$ cat src/rtl/food_eat_tracker_if.sv
// Map ROM read port and food RAM port-A bundle between the tracker (master)
// and the memories (slave).
interface food_eat_tracker_if #(
    parameter int COLS = 80
);
    logic [5:0]      rom_addr;
    logic [COLS-1:0] rom_data;
    logic [5:0]      mem_addr;
    logic            mem_wr_en;
    logic [COLS-1:0] mem_wdata;
    logic [COLS-1:0] mem_rdata;

    modport master (
        output rom_addr, mem_addr, mem_wr_en, mem_wdata,
        input  rom_data, mem_rdata
    );

    modport slave (
        input  rom_addr, mem_addr, mem_wr_en, mem_wdata,
        output rom_data, mem_rdata
    );
endinterface

$ cat src/rtl/food_eat_tracker.sv
// Copies the map ROM into the food RAM, then clears pellets under pacman on
// each game tick via read-modify-write, tracking score and pellets left.
//
// state | meaning
// INIT  | pipelined ROM->RAM copy, counting pellets
// IDLE  | ready, waiting for an in-range tick
// RD    | RAM row address driven
// CAP   | RAM row captured into row_buf
// UPD   | clear eaten pellet and update counters
module food_eat_tracker #(
    parameter int TILE_SHIFT = 4,
    parameter int MAP_ROWS   = 50,
    parameter int MAP_COLS   = 80,
    parameter int SCORE_W    = 16
) (
    input  logic                 clk,
    input  logic                 rst,
    input  logic                 tick,
    input  logic                 restart,
    input  logic [10:0]          pacman_curr_pos_x,
    input  logic [9:0]           pacman_curr_pos_y,
    food_eat_tracker_if.master   bus,
    output logic                 ready,
    output logic                 eat_pulse,
    output logic [SCORE_W-1:0]   score,
    output logic [11:0]          food_left,
    output logic                 level_clear
);
    localparam logic [2:0] INIT = 3'd0;
    localparam logic [2:0] IDLE = 3'd1;
    localparam logic [2:0] RD   = 3'd2;
    localparam logic [2:0] CAP  = 3'd3;
    localparam logic [2:0] UPD  = 3'd4;

    localparam logic [5:0]          ROWS6   = 6'(MAP_ROWS);
    localparam logic [9:0]          ROWS10  = 10'(MAP_ROWS);
    localparam logic [10:0]         COLS11  = 11'(MAP_COLS);
    localparam logic [MAP_COLS-1:0] ONE_HOT = MAP_COLS'(1);
    localparam logic [SCORE_W-1:0]  SCORE_MAX = {SCORE_W{1'b1}};

    logic [2:0]          state;
    logic [5:0]          cnt;
    logic [6:0]          col_q;
    logic [5:0]          row_q;
    logic [MAP_COLS-1:0] row_buf;

    logic [10:0] col_full;
    logic [9:0]  row_full;
    logic        in_range;
    logic        hit;

    assign col_full = pacman_curr_pos_x >> TILE_SHIFT;
    assign row_full = pacman_curr_pos_y >> TILE_SHIFT;
    assign in_range = (col_full < COLS11) && (row_full < ROWS10);
    assign hit      = (state == UPD) && row_buf[col_q];

    assign eat_pulse   = hit;
    assign level_clear = ready && (food_left == 12'd0);

    always_ff @(posedge clk or negedge rst) begin
        if (!rst) begin
            state     <= INIT;
            cnt       <= 6'd0;
            col_q     <= 7'd0;
            row_q     <= 6'd0;
            row_buf   <= '0;
            ready     <= 1'b0;
            score     <= '0;
            food_left <= 12'd0;
        end else if (restart) begin
            // score deliberately survives a restart
            state     <= INIT;
            cnt       <= 6'd0;
            ready     <= 1'b0;
            food_left <= 12'd0;
        end else begin
            case (state)
                INIT: begin
                    if (cnt != 6'd0)
                        food_left <= food_left + 12'($countones(bus.rom_data));
                    if (cnt == ROWS6) begin
                        state <= IDLE;
                        ready <= 1'b1;
                    end else begin
                        cnt <= cnt + 6'd1;
                    end
                end
                IDLE: begin
                    if (tick && in_range) begin
                        col_q <= col_full[6:0];
                        row_q <= row_full[5:0];
                        state <= RD;
                    end
                end
                RD: state <= CAP;
                CAP: begin
                    row_buf <= bus.mem_rdata;
                    state   <= UPD;
                end
                UPD: begin
                    if (hit) begin
                        if (score != SCORE_MAX)
                            score <= score + SCORE_W'(1);
                        food_left <= food_left - 12'd1;
                    end
                    state <= IDLE;
                end
                default: begin
                    state <= INIT;
                    cnt   <= 6'd0;
                end
            endcase
        end
    end

    always_comb begin
        bus.rom_addr  = 6'd0;
        bus.mem_addr  = 6'd0;
        bus.mem_wr_en = 1'b0;
        bus.mem_wdata = '0;
        case (state)
            INIT: begin
                if (cnt < ROWS6)
                    bus.rom_addr = cnt;
                // write lags the ROM address by one cycle
                if (cnt != 6'd0) begin
                    bus.mem_addr  = cnt - 6'd1;
                    bus.mem_wr_en = 1'b1;
                    bus.mem_wdata = bus.rom_data;
                end
            end
            RD: bus.mem_addr = row_q;
            UPD: begin
                bus.mem_addr = row_q;
                if (hit) begin
                    bus.mem_wr_en = 1'b1;
                    bus.mem_wdata = row_buf & ~(ONE_HOT << col_q);
                end
            end
            default: ;
        endcase
    end
endmodule

$ cat src/flat_wrapper.sv
// flat-port wrapper written by rule: the top's interface ports become plain ports
module food_eat_tracker_flat 
#(
    parameter int TILE_SHIFT = 4,
    parameter int MAP_ROWS   = 50,
    parameter int MAP_COLS   = 80,
    parameter int SCORE_W    = 16
)
  (clk, rst, tick, restart, pacman_curr_pos_x, pacman_curr_pos_y, ready, eat_pulse, score, food_left, level_clear, bus_rom_addr, bus_mem_addr, bus_mem_wr_en, bus_mem_wdata, bus_rom_data, bus_mem_rdata);
  food_eat_tracker_if #(.COLS(80)) bus_i ();
  input  logic clk;
  input  logic rst;
  input  logic tick;
  input  logic restart;
  input  logic [10:0] pacman_curr_pos_x;
  input  logic [9:0] pacman_curr_pos_y;
  output logic ready;
  output logic eat_pulse;
  output logic [SCORE_W-1:0] score;
  output logic [11:0] food_left;
  output logic level_clear;
  output wire logic [$bits(bus_i.rom_addr)-1:0] bus_rom_addr;
  output wire logic [$bits(bus_i.mem_addr)-1:0] bus_mem_addr;
  output wire logic [$bits(bus_i.mem_wr_en)-1:0] bus_mem_wr_en;
  output wire logic [$bits(bus_i.mem_wdata)-1:0] bus_mem_wdata;
  input wire logic [$bits(bus_i.rom_data)-1:0] bus_rom_data;
  input wire logic [$bits(bus_i.mem_rdata)-1:0] bus_mem_rdata;
  assign bus_rom_addr = bus_i.rom_addr;
  assign bus_mem_addr = bus_i.mem_addr;
  assign bus_mem_wr_en = bus_i.mem_wr_en;
  assign bus_mem_wdata = bus_i.mem_wdata;
  assign bus_i.rom_data = bus_rom_data;
  assign bus_i.mem_rdata = bus_mem_rdata;
  food_eat_tracker #(.TILE_SHIFT(TILE_SHIFT), .MAP_ROWS(MAP_ROWS), .MAP_COLS(MAP_COLS), .SCORE_W(SCORE_W)) u_core (.clk(clk), .rst(rst), .tick(tick), .restart(restart), .pacman_curr_pos_x(pacman_curr_pos_x), .pacman_curr_pos_y(pacman_curr_pos_y), .bus(bus_i), .ready(ready), .eat_pulse(eat_pulse), .score(score), .food_left(food_left), .level_clear(level_clear));
endmodule
$ cat config.mk
export PLATFORM = sky130hd
export DESIGN_NAME = food_eat_tracker_flat
export DESIGN_NICKNAME = d
export VERILOG_FILES = /design/src/rtl/food_eat_tracker_if.sv /design/src/rtl/food_eat_tracker.sv /design/src/flat_wrapper.sv
export SDC_FILE = /design/constraint.sdc
export NUM_CORES = 1
export LEC_CHECK = 0
export BUFFER_PORTS_ARGS = -buffer_cell sky130_fd_sc_hd__buf_4
export CORE_UTILIZATION = 40
export CTS_BUF_LIST = sky130_fd_sc_hd__clkbuf_4
export DETAILED_ROUTE_END_ITERATION = 10
export GPL_TIMING_DRIVEN = 0
export HOLD_SLACK_MARGIN = 0.08
export PLACE_DENSITY = 0.66
export SYNTH_ARGS = -nofsm -noshare
export SYNTH_HDL_FRONTEND = slang
export SYNTH_SLANG_ARGS = --single-unit
export TNS_END_PERCENT = 5
$ cat constraint.sdc
create_clock -name clk -period 7.84 [get_ports clk]
set_input_delay 0.392 -clock clk [delete_from_list [all_inputs] [get_ports clk]]
set_output_delay 0.392 -clock clk [all_outputs]
set_load 0.01 [all_outputs]
==> metrics.txt <==
outcome finished clean; Final GP Congestion just over 1; Multi-input gate area approximately 7000 µm²; crit path kind input port to register; number of global-route vias before repair 10,600; slew margin rel. a little under a fifth; hold crit path type input port to asynchronous set/reset pin; WL final approximately 44,000 µm; Tot GR Track Use approximately a third; EDFF count, synth 0; Synth top area share between 20% and 30%; fin. max-slew vios 0; CTS Buffer Depth 2; IO Pins between 300 and 400; Final Cycle Share between 80% and 90%; VDD IR max 0.990 mV; Initial Util between 40% and 50%; CTS Buf Count 17; RSZ-0062 raised after global routing no; cell taking the most area after synthesis dfrtp_1; vias per cell about 5.7; P_leak ~7.3 nW; Setup Buffers After CTS 0; synthesis-to-finish area growth 36.2%; Synth Flop Type dfrtp_1; HPWL Detailed between 30,000 and 40,000 µm; FF+latch count, synth approximately 130; CTS Root Cell clkbuf_4; drt wl/cell ~24 µm; setup TNS 0 ps; first-pass GRT wire length about 65,000 µm; DIE WIDTH around 170 µm; Layout Cells excl Fill 1,860; Worst setup SP type input port; register area roughly 3300 µm²; hold_ws 311 ps; Req. time, crit path roughly 8300 ps; Skew-Pair Late Insertion Delay about 580 ps; core area 27,000 µm²; ys async rst share between 90% and 100%; Syn Nets between 1,000 and 1,500; critical path arrival roughly 7400 ps; fin area 15,000 µm²; fillers about 2,400; Die Y-Extent about 170 µm; Residual DRC 0; min Tclk post-route between 6000 and 7000 ps; pin count of the biggest net entering global routing 75; cell row count 60; CP Max Fanout 3; clk slew on worst S/H paths approximately 160 ps; # Max-Cap Violations 0; vias approximately 11,000; placed instance count 1,726; yosys warns 0; critical path endpoint category register; share of cells above drive strength 1 between 30% and 40%; final number of setup-violating endpoints 0; dpl cell area 13,800 µm²; synth top area cells dfrtp_1 30%, fa_1 14%, mux2_2 9.9%; H-tree levels 4; DRT iter0 DRCs 1,099; synth unique cells 54; FMAX ~140 MHz; Synth Cell Area 11,000 µm²; CTS Sinks ~130; sequential share of the synthesized area between 20% and 30%; Fin. Hold Viols 0; drt pass-1 iters 7; # port buffers around 300; clk_skew ~28 ps; Synth Area per Inst slightly above 10 µm²; worst-margin pin slew around 1200 ps; Power Dens Cells about 540 nW/µm²; CTS tree yes; Final #Nets between 1,500 and 2,000; remaining global-route overflow 0; antenna violations before repair 7; post-route ant nets 0; die area 28,300 µm²; Post-Synthesis Cells between 1,000 and 1,500
-- report_power, final --
part	switching [mW]	internal, mW	total, mW	leakage, nW
clock network	0.333	0.205	0.538	0.168
logic	3.75	3.03	6.78	5.36
registers	0.0619	0.743	0.805	1.72
-- kinds of logic after synthesis --
group,share of synthesized area [%]
and+or+nand+nor,12.9
buffers and inverters,6.81
adders and majority gates,22.9
AOI/OAI and AO/OA,10.8
DFF,29.7
muxes,14.6
xor gates and xnor gates,2.22
-- metrics by stage --
stage               setup slack, ps  util [%]  total power [mW]
detailed placement              330      50.9              7.48
finish                          880      55.6              8.12
floorplan                       954         -              6.30
CTS                             943      55.6              8.11
global placement                391      50.7              7.40
global route                    588      55.6              9.15
-- critical path: stages --
cell	delay (ps)
buf_4	140
ha_1	280
inv_1	50
fa_1	530
fa_1	540
inv_1	70
fa_1	530
inv_1	50
fa_1	500
fa_1	540
inv_1	50
fa_1	520
inv_1	50
fa_1	520
fa_1	520
inv_1	40
a21oi_1	270
fa_1	280
nor2b_1	60
o21ai_0	220
a21oi_1	140
o31ai_1	380
a21oi_1	140
o211ai_1	180
a21oi_1	100
mux2_1	310
-- metal layers --
layer	GRT usage [%]	wire [µm]	share of wire [%]	up-vias
met5	0	0	0	-
met3	7.29	4260	9.7	119
met2	51.6	20800	47	627
met4	12.5	1690	3.9	0
met1	40.1	17100	39	5206
li1	-	-	-	4624
-- flip-flops by register name, indices dropped and copies added, names as in the netlist --
register / cells
u_core.cnt: 6
u_core.col_q: 7
u_core.food_left: 12
u_core.ready: 1
u_core.row_buf: 80
u_core.row_q: 6
u_core.score: 16
u_core.state: 3
-- cells in the mapped netlist, types with 3 or more instances --
library cell,n
and2_1,8
and3_1,11
nand2_1,145
a21oi_1,22
or3_1,3
nor4_1,3
inv_1,118
a32o_1,55
nor3_1,28
mux4_2,15
o21ai_0,21
nand3_1,22
buf_6,9
a22oi_1,4
nor2_1,41
xor2_1,16
nor3b_1,4
dfrtp_1,131
ha_1,76
fa_1,79
a31oi_1,4
xnor2_1,12
buf_2,4
nor2b_1,7
or2_2,5
mux2i_1,17
o32ai_1,3
o211ai_1,28
clkbuf_1,40
nand2b_1,16
nand4_1,9
mux2_2,97
buf_4,4
-- what timing repair did --
item | CTS | global route
gates resized for setup | 0 | 0
endpoints found under the setup margin | 0 | 0
hold buffers | 94 | 0
hold endpoints to repair | 150 | 0
-- area by class of cell --
class / instances / area share, %
buffer: 58 / 2.03
sequential: 131 / 21.8
antenna: 8 / 0.133
clock buffer: 17 / 0.849
multi-input combinational: 775 / 46.6
inverter: 119 / 2.97
tap: 341 / 2.84
clock inverter: 15 / 1.24
timing repair buffer: 396 / 21.5
-- worst paths after layout --
path | from | end | slack [ps] | depth (start not counted)
min in group clk | tick | u_core.state[1]$_DFFE_PN0P_ | 320 | 4
hold reg to reg | u_core.score[5]$_DFFE_PN0P_ | u_core.score[5]$_DFFE_PN0P_ | 500 | 1
max in group asynchronous | rst | u_core.row_buf[3]$_DFFE_PN0P_ | 6740 | 3
hold / removal | rst | u_core.score[14]$_DFFE_PN0P_ | 310 | 2
setup / recovery | bus_rom_data[59] | u_core.food_left[10]$_DFFE_PN0P_ | 880 | 26
setup reg to reg | u_core.food_left[1]$_DFFE_PN0P_ | u_core.food_left[10]$_DFFE_PN0P_ | 950 | 23
-- cell usage in the layout, fill, tap and decap left out, drive strengths merged, types with 5 or more instances in the layout --
cell / netlist / layout
buf: 18 / 320
nand2: 145 / 145
dfrtp: 131 / 131
inv: 118 / 127
mux2: 98 / 98
dlygate4sd3: 0 / 94
fa: 79 / 79
ha: 76 / 76
clkbuf: 40 / 57
a32o: 55 / 55
nor2: 42 / 42
o211ai: 28 / 28
nor3: 28 / 28
o21ai: 23 / 23
nand3: 22 / 22
a21oi: 22 / 22
mux2i: 17 / 17
nand2b: 16 / 16
xor2: 16 / 16
mux4: 15 / 15
xnor2: 12 / 12
and3: 11 / 11
nand4: 9 / 9
diode: 0 / 8
and2: 8 / 8
nor2b: 7 / 7
or2: 5 / 5
nor3b: 5 / 5
Note: power is estimated with default switching activity, not from simulation.
